### config.mk
export PLATFORM = sky130hd
export DESIGN_NAME = csync_sink
export DESIGN_NICKNAME = d
export VERILOG_FILES = /design/src/rtl/csync_sink.sv
export SDC_FILE = /design/constraint.sdc
export NUM_CORES = 1
export LEC_CHECK = 0
export ABC_AREA = 1
export CORE_AREA = 2 2 73 75
export DETAILED_ROUTE_END_ITERATION = 8
export DIE_AREA = 0 0 75 77
export PLACE_DENSITY = 0.69
export SYNTH_ARGS = -nofsm -noshare
export SYNTH_HDL_FRONTEND = slang
export SYNTH_SLANG_ARGS = --single-unit
### constraint.sdc
create_clock -name clk -period 2.5 [get_ports clk]
set_input_delay 0.75 -clock clk [delete_from_list [all_inputs] [get_ports clk]]
set_output_delay 0.75 -clock clk [all_outputs]
set_load 0.01 [all_outputs]
### src/rtl/csync_sink.sv
// Clock-domain sink for a 4-phase self-timed pipeline stage: synchronizes the
// request, acknowledges it, and captures the bundled word into a small FIFO.
module csync_sink #(
  parameter int DW          = 8,
  parameter int DEPTH       = 4,
  parameter int SYNC_STAGES = 2
) (
  input  logic                     clk,
  input  logic                     reset,
  input  logic                     sendin,
  input  logic [DW-1:0]            datain,
  output logic                     ackout,
  input  logic                     en,
  output logic [DW-1:0]            dout,
  output logic                     dvalid,
  input  logic                     dready,
  output logic [$clog2(DEPTH):0]   count
);
  localparam int AW = $clog2(DEPTH);
  localparam logic [AW:0] CNT_FULL = (AW+1)'(DEPTH);
  localparam logic [0:0] IDLE  = 1'b0;
  localparam logic [0:0] ACKED = 1'b1;

  logic [SYNC_STAGES-1:0] sync_q;
  logic                   req_s;
  logic [0:0]             state, state_n;
  logic [AW-1:0]          wr_ptr, rd_ptr, rd_next;
  logic [AW:0]            remain, count_n;
  logic [DW-1:0]          mem [DEPTH];
  logic                   pop, wr;

  always_ff @(posedge clk or posedge reset)
    if (reset) sync_q <= '0;
    else       sync_q <= {sync_q[SYNC_STAGES-2:0], sendin};

  assign req_s = sync_q[SYNC_STAGES-1];

  // A pop in the same edge frees the slot, so a full FIFO can still capture.
  assign pop     = dvalid & dready;
  assign wr      = (state == IDLE) & req_s & en & ((count != CNT_FULL) | pop);
  assign rd_next = rd_ptr + AW'(pop);
  assign remain  = count - (AW+1)'(pop);
  assign count_n = remain + (AW+1)'(wr);

  always_comb begin
    state_n = state;
    case (state)
      IDLE:    if (wr)     state_n = ACKED;
      ACKED:   if (!req_s) state_n = IDLE;
      default:             state_n = IDLE;
    endcase
  end

  always_ff @(posedge clk)
    if (wr) mem[wr_ptr] <= datain;

  // Output register loads from storage as it stood before this edge's write,
  // so a word written into an empty FIFO becomes visible one edge later.
  always_ff @(posedge clk or posedge reset)
    if (reset) begin
      state  <= IDLE;
      wr_ptr <= '0;
      rd_ptr <= '0;
      count  <= '0;
      dvalid <= 1'b0;
      dout   <= '0;
    end else begin
      state  <= state_n;
      if (wr) wr_ptr <= wr_ptr + AW'(1);
      rd_ptr <= rd_next;
      count  <= count_n;
      dvalid <= (remain != '0);
      if (remain != '0) dout <= mem[rd_next];
    end

  assign ackout = state[0];
endmodule

==> summary.txt <==
Setup path
  • WS Path Type: primary input to register
  • CP max FO: 8
  • CP dominant cell by count: nand2_1
  • Crit-path slowest cell: clkdlybuf4s50_1
  • Crit path required time: 2.73 ns
  • Endpoint class of the critical path: register
  • CP Cell Sequence: clkdlybuf4s50_1, nand2_1, inv_1, ha_1, ha_1, xor2_1, nor2_2, nand2_1, nand2_1
  • WP data arrival: 2.34 ns
  • Startpoint types: primary input
  • Slowest Stage Delay on Critical Path: 0.40 ns

Detailed routing
  • Wire length per cell: about 12 microns
  • Routed Antenna Nets: 0
  • Total Routed Length: 3867 microns
  • Iteration-0 DRC Markers: 28
  • Avg Vias per Cell: 4.418
  • DRT Pass-1 Iters: 4
  • Via count: 1,374
  • DRC Markers: 0

Logic synthesis
  • Post-synth cell types: 18
  • Synth top area share: 43.69%
  • Register area share after synthesis: roughly two thirds
  • Area leader, netlist: edfxtp_1
  • Top FF cell, synth: edfxtp_1
  • Mapped Nets: 227
  • Synth Register Bits: 51
  • Gate Count Post-Synth: 205
  • Mean Syn Cell Area: approximately 11 sq um
  • Cell area after synthesis: 2200 sq um
  • Synth area leaders: edfxtp_1, dfrtp_1, nand2_1
  • Ys Warns: 0
  • FFs w/ async S/R, synth: between 30% and 40%
  • EDFF count, synth: 32

GRT
  • Vias in the first global route: 1,293
  • GRT overflow: 0
  • Initial antenna violation count: 0
  • Overall Global Routing Usage: 15.02%
  • Grt met3 use: 3.548%
  • Met2 global-route usage: 24.65%
  • Pin count of the biggest net entering global routing: 20
  • First-pass GRT wire length: 6292 microns
  • GRT busiest layer: met2
  • Met1 usage: 19.34%

STA
  • Hold Fails Final Rpt: 0
  • Max-slew violations: 0
  • Worst slew pin tran: roughly 0.33 ns
  • Slew HR: roughly four fifths
  • Fmax: 474.1 MHz
  • Setup violators final: 0
  • Period utilization: approximately 84%
  • Setup TNS: 0 ns
  • Hold Slack: 0.3576 ns
  • RSZ-0062 raised after global routing: false
  • Fin crit period: 2.109 ns
  • Setup Skew: 0.007729 ns

Die
  • Die footprint: between 5000 and 6000 sq um
  • IO Count: 26
  • Die Wd: 75 microns
  • Die Height: 77 microns
  • Starting Density: 44.19%
  • Site Rows: 26
  • Core Area: 4977 sq um

Clock tree
  • Hold buffers post-CTS: 0
  • Post-CTS sizing: 0
  • Post-CTS setup buffers: 0
  • CTS Buffer Depth: 2
  • Num CTS Buffers: 5
  • CTS tree: done
  • Clk_lat worst skew: ~0.29 ns
  • Root Driver: clkbuf_8
  • CTS clk-pin slew, worst paths: 0.08 ns
  • H-tree depth: 2
  • CTS Sinks: 51

Run
  • Max-capacitance violation count: 0

Power
  • P_leak: approximately 1.2 nW
  • Net switching power: 1.075 mW
  • Sw frac: about 37%
  • P_int: 1.792 mW
  • Final Power: 2.867 mW
  • Pwr per Cell Area: 1089 nW/um^2
  • Max VDD drop: 0.4850 mV
  • Sequential Power Share: 41.4%
  • Comb pwr share: between 40% and 50%
  • Clock share of power: 15.0%

Placed design
  • Placer Congestion: roughly 0.7
  • Post-DP HPWL: 2673 microns
  • Placed Instances: 303
  • Port Buffer Count: 25

Cells and area
  • Fillers: 455
  • Share of layout cells above drive strength 1: 12.03%
  • Nets: 262
  • Synth-to-Final Area Change: 19.68%
  • Antenna fix cells: 0
  • Final non-filler cell total: 311

Run status
  • Status: finished clean

Hold path
  • Worst min path class: register to register
cells in the mapped netlist (2+ instances only):
cell      instances
nor2_1            4
inv_1            16
nand2_2          14
dfrtp_1          19
nand3_1           2
nand2_1          98
ha_1              9
edfxtp_1         32
buf_6             2
per-stage QoR:
stage	area (sq um)	worst slack [ns]	util [%]
2_1_floorplan	2200	0.6675	-
3_3_place_gp	2552	0.1260	51.28
3_5_place_dp	2552	0.05786	51.28
4_1_cts	2633	0.3701	52.89
5_1_grt	2633	0.2477	52.89
6_report	2633	0.3908	52.89
worst max-delay path, delay by kind of cell:
kind	cells	cell delay (ns)
XOR/XNOR	1	0.18
adder cells (fa/ha/maj)	2	0.41
buffers and inverters	2	0.46
AND/OR/NAND/NOR	4	0.53
flip-flops by register name, indices dropped and copies added (netlist names):
| signal | cells |
|---|---|
| dout | 8 |
| sync_q | 2 |
| dvalid | 1 |
| rd_ptr | 2 |
| count | 3 |
| wr_ptr | 2 |
| ackout | 1 |
| mem | 32 |
metal layers:
metal  part of all wire, %  wire length [microns]
met5                     0                      0
met4                  0.70                     27
met3                   2.5                     96
met2                    54                   2077
met1                    43                   1665
placed cells by master (no fill, tap or decap), drive strengths merged:
| master | synthesis | routed |
|---|---|---|
| nand2 | 112 | 112 |
| edfxtp | 32 | 32 |
| clkdlybuf4s50 | 0 | 25 |
| dfrtp | 19 | 19 |
| inv | 18 | 18 |
| ha | 9 | 9 |
| clkbuf | 0 | 6 |
| buf | 3 | 6 |
| nor2 | 5 | 5 |
| nand3 | 2 | 2 |
| clkinv | 0 | 2 |
| xnor2 | 2 | 2 |
| nand4 | 1 | 1 |
| and3 | 1 | 1 |
| xor2 | 1 | 1 |
power by group through the flow:
| stage | sequential (mW) | clock, mW | combinational, mW |
|---|---|---|---|
| global placement | 1.20 | 0 | 1.24 |
| detailed placement | 1.21 | 0 | 1.28 |
| floorplan | 1.22 | 0 | 0.857 |
| global route | 1.21 | 0.491 | 1.43 |
| finish | 1.19 | 0.431 | 1.25 |
| CTS | 1.19 | 0.449 | 1.28 |
cell families (layout without fill, tap and decap cells):
kind of cell,count (synthesis),in the layout,synth area share [%]
buf+inv,21,57,5.347
fa+ha+maj,9,9,5.120
simple gates,121,121,22.70
flops,51,51,65.30
xor+xnor,3,3,1.536
path summary, 6_finish.rpt:
| kind | end | depth (start not counted) | slack (ns) | start |
|---|---|---|---|---|
| worst max-delay path | dout[0]$_DFFE_PP0P_ | 9 | 0.39 | dready |
| worst min-delay path | sync_q[1]$_DFF_PP0_ | 0 | 0.36 | sync_q[0]$_DFF_PP0_ |
| worst max register to register | dout[0]$_DFFE_PP0P_ | 8 | 0.85 | dvalid$_DFF_PP0_ |
| worst min register to register | sync_q[1]$_DFF_PP0_ | 0 | 0.36 | sync_q[0]$_DFF_PP0_ |
| max in group asynchronous | dout[0]$_DFFE_PP0P_ | 3 | 1.50 | reset |
| min in group asynchronous | rd_ptr[0]$_DFF_PP0_ | 3 | 0.78 | reset |
final cells by class:
cell class / instances / area [sq um] / area share, %
multi-input combinational: 133 / 645.6 / 24.52
tap: 70 / 87.58 / 3.327
clock inverter: 2 / 7.507 / 0.2852
inverter: 18 / 75.07 / 2.852
timing repair buffer: 31 / 307.8 / 11.69
clock buffer: 6 / 72.57 / 2.757
sequential: 51 / 1436 / 54.56
(Power assumes the default switching activity.)
